===== src/rtl/board_gpi_conditioner.sv =====
// Board GPI conditioner: per-channel synchroniser, cycle-count debouncer,
// registered rise/fall pulses and sticky write-1-to-clear interrupt pending bits.
module board_gpi_conditioner #(
    parameter int unsigned         GpiWidth       = 8,
    parameter int unsigned         SyncStages     = 2,
    parameter int unsigned         DebounceCycles = 250000,
    parameter logic [GpiWidth-1:0] ResetValue     = '0
) (
    input  logic                clk_sys_i,
    input  logic                rst_sys_ni,
    input  logic [GpiWidth-1:0] gp_raw_i,
    output logic [GpiWidth-1:0] gp_o,
    output logic [GpiWidth-1:0] rise_o,
    output logic [GpiWidth-1:0] fall_o,
    input  logic [GpiWidth-1:0] irq_rise_en_i,
    input  logic [GpiWidth-1:0] irq_fall_en_i,
    input  logic [GpiWidth-1:0] irq_clear_i,
    output logic [GpiWidth-1:0] irq_pending_o,
    output logic                irq_o
);

    localparam int unsigned         CntWidth = $clog2(DebounceCycles + 1);
    localparam logic [CntWidth-1:0] CntMax   = CntWidth'(DebounceCycles - 1);

    logic [SyncStages-1:0][GpiWidth-1:0] sync_q;
    logic [GpiWidth-1:0]                 sync_last;

    logic [GpiWidth-1:0][CntWidth-1:0]   cnt_q, cnt_d;
    logic [GpiWidth-1:0]                 gp_q, gp_d;
    logic [GpiWidth-1:0]                 rise_q, rise_d;
    logic [GpiWidth-1:0]                 fall_q, fall_d;
    logic [GpiWidth-1:0]                 pend_q, pend_d;

    // Plain flop chain; stage 0 is the metastability-catching stage.
    always_ff @(posedge clk_sys_i or negedge rst_sys_ni) begin
        if (!rst_sys_ni) begin
            sync_q <= {SyncStages{ResetValue}};
        end else begin
            sync_q <= {sync_q[SyncStages-2:0], gp_raw_i};
        end
    end

    assign sync_last = sync_q[SyncStages-1];

    // Debounce: a level is accepted once it has disagreed with gp for
    // DebounceCycles consecutive cycles; any agreement restarts the count.
    always_comb begin
        cnt_d  = cnt_q;
        gp_d   = gp_q;
        rise_d = '0;
        fall_d = '0;
        for (int i = 0; i < int'(GpiWidth); i++) begin
            if (sync_last[i] == gp_q[i]) begin
                cnt_d[i] = '0;
            end else if (cnt_q[i] == CntMax) begin
                cnt_d[i]  = '0;
                gp_d[i]   = sync_last[i];
                rise_d[i] = sync_last[i];
                fall_d[i] = ~sync_last[i];
            end else begin
                cnt_d[i] = cnt_q[i] + CntWidth'(1);
            end
        end
    end

    // Set has priority over a coincident clear.
    always_comb begin
        pend_d = (pend_q & ~irq_clear_i)
               | (rise_q & irq_rise_en_i)
               | (fall_q & irq_fall_en_i);
    end

    always_ff @(posedge clk_sys_i or negedge rst_sys_ni) begin
        if (!rst_sys_ni) begin
            cnt_q  <= '0;
            gp_q   <= ResetValue;
            rise_q <= '0;
            fall_q <= '0;
            pend_q <= '0;
        end else begin
            cnt_q  <= cnt_d;
            gp_q   <= gp_d;
            rise_q <= rise_d;
            fall_q <= fall_d;
            pend_q <= pend_d;
        end
    end

    assign gp_o          = gp_q;
    assign rise_o        = rise_q;
    assign fall_o        = fall_q;
    assign irq_pending_o = pend_q;
    assign irq_o         = |pend_q;

endmodule

===== config.mk =====
export PLATFORM = sky130hd
export DESIGN_NAME = board_gpi_conditioner
export DESIGN_NICKNAME = d
export VERILOG_FILES = /design/src/rtl/board_gpi_conditioner.sv
export SDC_FILE = /design/constraint.sdc
export NUM_CORES = 1
export LEC_CHECK = 0
export CAP_MARGIN = 20
export CELL_PAD_IN_SITES_DETAIL_PLACEMENT = 1
export CELL_PAD_IN_SITES_GLOBAL_PLACEMENT = 1
export CORE_AREA = 2 2 138 140
export CTS_BUF_LIST = sky130_fd_sc_hd__clkbuf_4 sky130_fd_sc_hd__clkbuf_8
export CTS_CLUSTER_SIZE = 25
export DETAILED_ROUTE_END_ITERATION = 8
export DIE_AREA = 0 0 140 142
export GPL_TIMING_DRIVEN = 1
export PLACE_DENSITY = 0.9
export SETUP_SLACK_MARGIN = 0.15
export SLEW_MARGIN = 20
export SYNTH_ARGS = -nofsm -noshare
export SYNTH_HDL_FRONTEND = slang
export SYNTH_SLANG_ARGS = --single-unit

===== constraint.sdc =====
create_clock -name clk_sys_i -period 4.45 [get_ports clk_sys_i]
set_clock_uncertainty 0.1 [all_clocks]
set_input_delay 0.445 -clock clk_sys_i [delete_from_list [all_inputs] [get_ports clk_sys_i]]
set_output_delay 0.445 -clock clk_sys_i [all_outputs]
set_load 0.005 [all_outputs]

==> results_dict.tcl, run 1 <==
set metrics [dict create \
    ys_seq_area_frac 0.540 \
    yosysTopAreaCellShare 0.540 \
    h-tree-depth 4 \
    grt-ovfl-total 0 \
    grt_pass1_wl_um 35500 \
    p_int_w 0.00258 \
    hold_buffers 0 \
    yosys.cell_types.count 48 \
    cts.sinks 192 \
    avgRoutedWirePerCell_um 17.7 \
    netlist_area_sq_mm 0.00890 \
    cts-root-buf "clkbuf_8" \
    path_clk_slew_ns 0.09 \
    grt_max_degree 128 \
    final_cell_mix "dfrtp_1 (192), nor2_1 (149), xnor2_1 (93), clkdlybuf4s50_1 (65), nand3_1 (48)" \
    cts.path.max_buffers 2 \
    power_frac_clock 0.417 \
    worstPathCellList "nor4_1 > nand2_1 > clkdlybuf4s50_1" \
    tightest_slew_ns 1.06 \
    rsz0062_at_grt "false" \
    fmax_mhz 337 \
    ys_async_sr_fraction 1.00 \
    die-width_um 140 \
    critPathMaxFanout 3 \
    worstPathArrival_ns 2.43 \
    globalplace.congestion 0.787 \
    crit_type "flip-flop to output pin" \
    slew_headroom 0.284 \
    place_ws_ns 2.00 \
    nets 962 \
    fp.dieArea_sq_mm 0.0199 \
    setup_ws_ns 1.48 \
    track_usage 0.221 \
    period_share 0.668 \
    setup_violations 0 \
    drv_cap 0 \
    route.detailed.drc 7 \
    num_antenna_cells 0 \
    placementRows 50 \
    cts_setup_buffers 0 \
    synth-main-ff-cell "dfrtp_1" \
    drive_gt1_frac 0.0740 \
    ios 67 \
    layout_commonest_cell "dfrtp_1" \
    numCtsBuffers 17 \
    report.final.slew_viol_count 0 \
    antenna_found_initial 0 \
    final_antenna_net_count 0 \
    worstPathRequired_ns 3.90 \
    die_h_um 142 \
    initial_core_util 0.482 \
    status "finished with violations" \
    fin_crit_ns 2.97 \
    hold_viol 0 \
    syn_nets 890 \
    p_switching_w 0.000719 \
    areaGrowthSynthToFinish_pct 15.9 \
    yosys_warnings 0 \
    drt_first_pass_iters 8 \
    violations "design-rule violations" \
    leakage_nw 4.10 \
    syn_area_per_cell_sq_um 10.5 \
    cp-start-kind "flip-flop" \
    pwr-share-seq 0.544 \
    cts_tree "yes" \
    viasPerCell 5.65 \
    synth_edf_count 0 \
    first_iter_violations 256 \
    synth_seq_cells 192 \
    grt_pass1_vias 7233 \
    fin_tns_setup_ns 0 \
    drt_wl_total_um 20600 \
    core_sq_mm 0.0185 \
    cp-end-kind "output pin" \
    cts_resized 0 \
    yosysTopAreaCell "dfrtp_1" \
    slowest_stage "nor4_1" \
    cpPeakStageDelay_ns 0.92 \
    powerDensity_mw_per_mm2 320 \
    clock_latency_ns 0.46 \
    dp_hpwl_um 14000 \
    vias 6599 \
    portBuffers 66 \
    syn_inst 848 \
    synth_top_cells_by_area "dfrtp_1 (54%), xnor2_1 (9.2%), nor2_1 (6.3%)" \
    ir_worst_vdd_v 0.000294 \
    min_path_type "input pin to asynchronous set/reset pin" \
    sw_frac_of_total 0.218 \
    pwr-share-comb 0.039 \
]
## worst paths after layout
path                                       start  depth (start not counted)           end  slack, ns
worst max-delay path            irq_pending_o[6]                          3         irq_o       1.48
worst min-delay path                  rst_sys_ni                          1       gp_o[2]      0.005
worst max register to register         cnt_q[18]                          4     cnt_q[20]       2.03
worst min register to register         sync_q[5]                          0  sync_last[5]       0.26
max in group asynchronous             rst_sys_ni                          2    cnt_q[104]       3.26
min in group clk_sys_i                 sync_q[5]                          0  sync_last[5]       0.26
## sequential cells by signal, summed over array words and instances, names as in the netlist
signal	count
cnt_q	144
fall_o	8
gp_o	8
irq_pending_o	8
rise_o	8
sync_last	8
sync_q	8
## cells by family after synthesis
logic type / synth area share
AOI/OAI and AO/OA: 0.0491
and+or+nand+nor: 0.248
adders and majority gates: 0.0113
buffers and inverters: 0.0195
muxes: 0.0121
xor gates and xnor gates: 0.120
DFF: 0.540
## cells in the mapped netlist (13+ instances only)
cell type / n
xor2_1: 29
nor4_1: 42
nor2_1: 149
nand2_1: 39
nand4_1: 47
o21ai_0: 13
inv_1: 29
nor3_1: 24
nor3b_1: 17
xnor2_1: 93
dfrtp_1: 192
nand3_1: 48
## stage by stage
step	cell area (sq um)	power, W	cells	hold WS (ns)	util
2_1_floorplan	8900	0.00187	848	0.0494	-
3_3_place_gp	9810	0.00195	1135	0.235	0.532
3_5_place_dp	9810	0.00196	1135	0.238	0.532
4_1_cts	10300	0.00334	1167	0.0903	0.558
5_1_grt	10300	0.00343	1167	0.109	0.559
6_report	10300	0.00330	1167	0.00463	0.559
## metal layers
metal,GRT usage,wire [um],vias to the layer above
li1,-,-,3130
met3,0.0468,630,15
met4,0.0468,218,0
met5,0,0,-
met2,0.402,10900,88
met1,0.272,8850,3366
## power by group through the flow
stage	combinational [W]	sequential [W]	clock, W
after floorplan	0.0000514	0.00182	0
after global placement	0.000125	0.00183	0
after detailed placement	0.000130	0.00183	0
after CTS	0.000132	0.00179	0.00141
after global routing	0.000144	0.00180	0.00148
final	0.000128	0.00180	0.00137
## cell type report
| cell class | instances | area (sq um) |
|---|---|---|
| Fill cell | 1991 | 8140 |
| Sequential cell | 192 | 4800 |
| Multi-Input combinational cell | 613 | 3930 |
| Timing Repair Buffer | 67 | 684 |
| Tap cell | 234 | 293 |
| Clock buffer | 20 | 263 |
| Clock inverter | 12 | 229 |
| Inverter | 29 | 109 |
## critical path: cells and delay by family, from the launching register on
kind	cells	cell delay [ns]
buffers and inverters	1	0.49
AND/OR/NAND/NOR	2	1.07
flip-flops	1	0.42
Note: power is estimated with default switching activity, not from simulation.
==> inputs of run 2 (changes only) <==
Settings changed: CORE_AREA 2 2 138 140 to 2 2 146 148, DIE_AREA 0 0 140 142 to 0 0 148 150, PLACE_DENSITY 0.9 to 0.85.
Clock period 4.45 ns to 2.6 ns, I/O delays scaled along.
==> run 2 against run 1 <==
  * The run now ends clean
  * Non-clock buffer count rose by 14
  * Critical path depth rose by 1
  * Clock-buffer cell count fell by 3
  * First-iteration DRC count rose by 6.6%
  * Cell area rose by 0.78%
  * Via count rose by 1.0%
  * Setup slack got worse by 1.2 ns
  * Combinational power rose by 84%
  * Global-route usage fell by 3.0 points
  * Sequential share of layout area fell by 0.36 points
  * Highest routed layer unchanged
==> results_dict.tcl, run 2 (synthesis results as in run 1) <==
set metrics [dict create \
    status "finished, final reports clean" \
    h-tree-depth 4 \
    fp.dieArea_sq_mm 0.0222 \
    crit_type "flip-flop to output pin" \
    globalplace.congestion 0.794 \
    fin_util 0.502 \
    cts_tree "yes" \
    die-width_um 148 \
    period_share 0.884 \
    slew_headroom 0.631 \
    antenna_found_initial 0 \
    layout_commonest_cell "dfrtp_1" \
    numCtsBuffers 17 \
    num_antenna_cells 0 \
    core_sq_mm 0.0207 \
    portBuffers 66 \
    hold_viol 0 \
    reg2reg_slack_ns 0.43 \
    largest-register "cnt_q" \
    crit_start "irq_pending_o[5]" \
    cts-root-buf "clkbuf_8" \
    initial_core_util 0.430 \
    areaGrowthSynthToFinish_pct 16.8 \
    viasPerCell 5.45 \
    fin_tns_setup_ns 0 \
    final_cell_mix "dfrtp_1 (192), nor2_1 (149), xnor2_1 (93), clkdlybuf4s50_1 (65), nand3_1 (48)" \
    drt_wl_total_um 20000 \
    fmax_mhz 435 \
    ir_worst_vdd_v 0.000385 \
    critPathMaxFanout 3 \
    first_iter_violations 273 \
    setup_violations 0 \
    holdWs_ns 0.101 \
    cts.path.max_buffers 2 \
    slowest_stage "clkdlybuf4s50_1" \
    grt_pass1_vias 7127 \
    r2r_start "cnt_q[18]" \
    reg2reg_to "gp_o[1]" \
    nets 976 \
    drive_gt1_frac 0.0855 \
    grt-ovfl-total 0 \
    report.final.slew_viol_count 0 \
    ios 67 \
    worstPathArrival_ns 1.94 \
    die_h_um 150 \
    min_path_type "input pin to flip-flop" \
    rsz0062_at_grt "false" \
    reg2regPathDepth 4 \
    place_area_sq_mm 0.00997 \
    tightest_slew_ns 0.550 \
    critPathCapture "irq_o" \
    cts_setup_buffers 0 \
    final_antenna_net_count 0 \
    cts_resized 0 \
    cp-start-kind "flip-flop" \
    drt_first_pass_iters 4 \
    worstPathRequired_ns 2.24 \
    drv_cap 0 \
    cts.sinks 192 \
    cp-end-kind "output pin" \
    worstPathCellList "nor4_1 > buf_4 > nand2_1 > clkdlybuf4s50_1" \
    vias 6666 \
    cpPeakStageDelay_ns 0.45 \
    avgRoutedWirePerCell_um 16.4 \
    track_usage 0.190 \
    powerDensity_mw_per_mm2 513 \
    leakage_nw 4.12 \
    clock_latency_ns 0.48 \
    placementRows 53 \
    final_cell_area_sq_mm 0.0104 \
    dp_hpwl_um 14100 \
    route.detailed.drc 0 \
    largest_register_ffs 144 \
    path_clk_slew_ns 0.11 \
    grt_max_degree 66 \
    grt_pass1_wl_um 34400 \
    fin_crit_ns 2.30 \
]
## run 2: changes by cell type in the layout (fill, tap and decap cells not counted), sizes merged
cell	change
bufinv	-4
clkinvlp	+1
buf	+13
clkbuf	-3
dlygate4sd3	+1
clkinv	+3
inv	+3
## run 2: what timing repair did
| action | 4_1_cts | 5_1_grt |
|---|---|---|
| endpoints found under the hold margin | 61 | 0 |
| hold buffers | 1 | 0 |
| setup endpoints to repair | 0 | 0 |
## run 2: how the worst min path moves through the flow
stage | from | to | slack [ns] | cells after the start
5_1_grt | gp_raw_i[4] | sync_q[4] | 0.07 | 1
4_1_cts | gp_raw_i[4] | sync_q[4] | 0.07 | 1
3_3_place_gp | rst_sys_ni | irq_pending_o[0] | 0.19 | 1
2_1_floorplan | rst_sys_ni | cnt_q[0] | -0.14 | 0
3_5_place_dp | rst_sys_ni | irq_pending_o[0] | 0.20 | 1
6_report | gp_raw_i[4] | sync_q[4] | 0.10 | 1
## run 2: metrics by stage
stage	instances	worst slack (ns)	total power, W
after floorplan	848	0.607	0.00321
after CTS	1222	0.266	0.00541
after global placement	1189	0.506	0.00336
final	1222	0.301	0.00533
after global routing	1222	0.211	0.00556
after detailed placement	1189	0.412	0.00337
## run 2: power breakdown
part | leakage (nW) | total [W] | switching, W | internal, W
Clock | 0.208 | 0.00203 | 0.00114 | 0.000888
Sequential | 2.63 | 0.00307 | 0.0000448 | 0.00303
Combinational | 1.29 | 0.000235 | 0.000131 | 0.000104
## run 2: layer usage
| layer | vias to the layer above | wire, um | global-route usage |
|---|---|---|---|
| met4 | 0 | 374 | 0.0624 |
| met1 | 3376 | 9150 | 0.243 |
| met2 | 104 | 9770 | 0.324 |
| li1 | 3162 | - | - |
| met5 | - | 0 | 0 |
| met3 | 24 | 728 | 0.0409 |
## run 2: worst max-delay path, delay by kind of cell (launching register included)
kind                   cells  cell delay (ns)
AND/OR/NAND/NOR            2             0.39
buffers and inverters      2             0.65
flip-flops                 1             0.42
## run 2: final cells by class
cell class | instances | area, sq um
fillers | 2321 | 10300
flip-flops and latches | 192 | 4800
multi-input cells | 613 | 3920
repair buffers | 81 | 805
well taps | 275 | 344
clock buffers | 17 | 234
clock inverters | 15 | 179
inverters | 29 | 109
==> inputs of run 3 (changes only) <==
Settings changed: RECOVER_POWER set to 100.
==> run 3 against run 2 <==
  * The flow now finishes with violations (max-capacitance violations, max-slew violations)
  * Sequential share of layout area up 0.47 points
  * Non-clock buffer count unchanged
  * Sequential cell count unchanged
  * Critical path type unchanged
  * First-iteration DRC count up 27%
  * Final cell count unchanged
==> results_dict.tcl, run 3 (synthesis results as in run 1) <==
set metrics [dict create \
    setup_violations 0 \
    seqCellArea_sq_mm 0.00480 \
    critPathMaxFanout 3 \
    drt_first_pass_iters 4 \
    cp-end-kind "output pin" \
    cp-start-kind "flip-flop" \
    slew_headroom -0.101 \
    powerDensity_mw_per_mm2 517 \
    h-tree-depth 4 \
    track_usage 0.190 \
    hold_buffers 1 \
    vias 6672 \
    dp_hpwl_um 14100 \
    fin_util 0.497 \
    die_h_um 150 \
    cts_tree "yes" \
    clock_latency_ns 0.48 \
    cts.sinks 192 \
    multi_input_area_sq_mm 0.00385 \
    leakage_nw 4.18 \
    rsz0062_at_grt "false" \
    globalplace.congestion 0.794 \
    antenna_found_initial 0 \
    cts.path.max_buffers 2 \
    place_area_sq_mm 0.00997 \
    grt_pass1_vias 7127 \
    final_cell_mix "dfrtp_1 (192), nor2_1 (149), xnor2_1 (93), nand3_1 (48), nand4_1 (47)" \
    setup_ws_ns 0.163 \
    hold_viol 0 \
    cpPeakStageDelay_ns 0.45 \
    placementRows 53 \
    largest_register_ffs 144 \
    layout_commonest_cell "dfrtp_1" \
    crit_family "buffers and inverters" \
    min_path_type "input pin to flip-flop" \
    status "finished with violations" \
    fp.dieArea_sq_mm 0.0222 \
    cts-root-buf "clkbuf_8" \
    worstPathCellList "nor4_1 > clkbuf_1 > nand2_1 > clkdlybuf4s50_1" \
    avgRoutedWirePerCell_um 16.4 \
    grt_pass1_wl_um 34400 \
    grt_max_degree 66 \
    route.detailed.drc 0 \
    num_antenna_cells 0 \
    slowest_stage "clkdlybuf4s50_1" \
    drt_wl_total_um 20100 \
    viasPerCell 5.46 \
    largest-register "cnt_q" \
    path_buf_inv 2 \
    final_cell_area_sq_mm 0.0103 \
    ir_worst_vdd_v 0.000385 \
    tightest_slew_ns 1.65 \
    fill_cells 2336 \
    drive_gt1_frac 0.0686 \
    period_share 0.937 \
    place_ws_ns 0.412 \
    worstPathArrival_ns 2.08 \
    portBuffers 66 \
    drv_cap 1 \
    first_iter_violations 348 \
    crit_type "flip-flop to output pin" \
    fin_crit_ns 2.44 \
    die-width_um 148 \
    worstPathRequired_ns 2.24 \
    cts_resized 0 \
    path_clk_slew_ns 0.11 \
    report.final.slew_viol_count 64 \
    fin_tns_setup_ns 0 \
    power_w 0.00532 \
    nets 976 \
    numCtsBuffers 17 \
    core_sq_mm 0.0207 \
    grt-ovfl-total 0 \
    ios 67 \
    initial_core_util 0.430 \
    fmax_mhz 410 \
    cts_setup_buffers 0 \
    violations "max-capacitance violations, max-slew violations" \
    final_antenna_net_count 0 \
    areaGrowthSynthToFinish_pct 15.7 \
]
-- run 3: routing by layer --
layer	routed length, um	track usage
met5	0	0
met4	374	0.0624
met3	632	0.0409
met2	9740	0.324
met1	9310	0.243
-- run 3: final cells by class --
| cell class | count | share of cell area |
|---|---|---|
| Timing Repair Buffer | 81 | 0.0744 |
| Clock inverter | 15 | 0.0174 |
| Sequential cell | 192 | 0.467 |
| Tap cell | 275 | 0.0334 |
| Inverter | 29 | 0.0106 |
| Clock buffer | 17 | 0.0227 |
| Multi-Input combinational cell | 613 | 0.375 |
-- run 3: path summary, 6_finish.rpt --
kind / start / to / slack (ns) / depth (start not counted)
setup / recovery: irq_pending_o[5] / irq_o / 0.16 / 4
hold / removal: gp_raw_i[4] / sync_q[4] / 0.22 / 1
setup reg to reg: cnt_q[118] / cnt_q[118] / 0.31 / 4
hold reg to reg: sync_q[7] / sync_last[7] / 0.25 / 0
max in group asynchronous: rst_sys_ni / sync_q[7] / 0.53 / 3
min in group asynchronous: rst_sys_ni / irq_pending_o[0] / 0.64 / 2
-- run 3: worst reg2reg max path: stages, from the launching register on --
cell	delay (ns)
dfrtp_1	0.44
or4b_1	0.55
nor4_1	0.28
a31o_1	0.66
nor2_1	0.13
-- run 3: stage by stage --
stage          hold slack (ns)  cells
6_report                 0.219   1222
2_1_floorplan           -0.136    848
3_5_place_dp             0.196   1189
5_1_grt                  0.192   1222
4_1_cts                 0.0714   1222
3_3_place_gp             0.192   1189
-- run 3: power by group --
group          internal [W]  total (W)  switching [W]  leakage (nW)
sequential          0.00303    0.00307      0.0000447          2.63
clock              0.000888    0.00203        0.00114         0.208
combinational     0.0000934   0.000224       0.000131          1.35
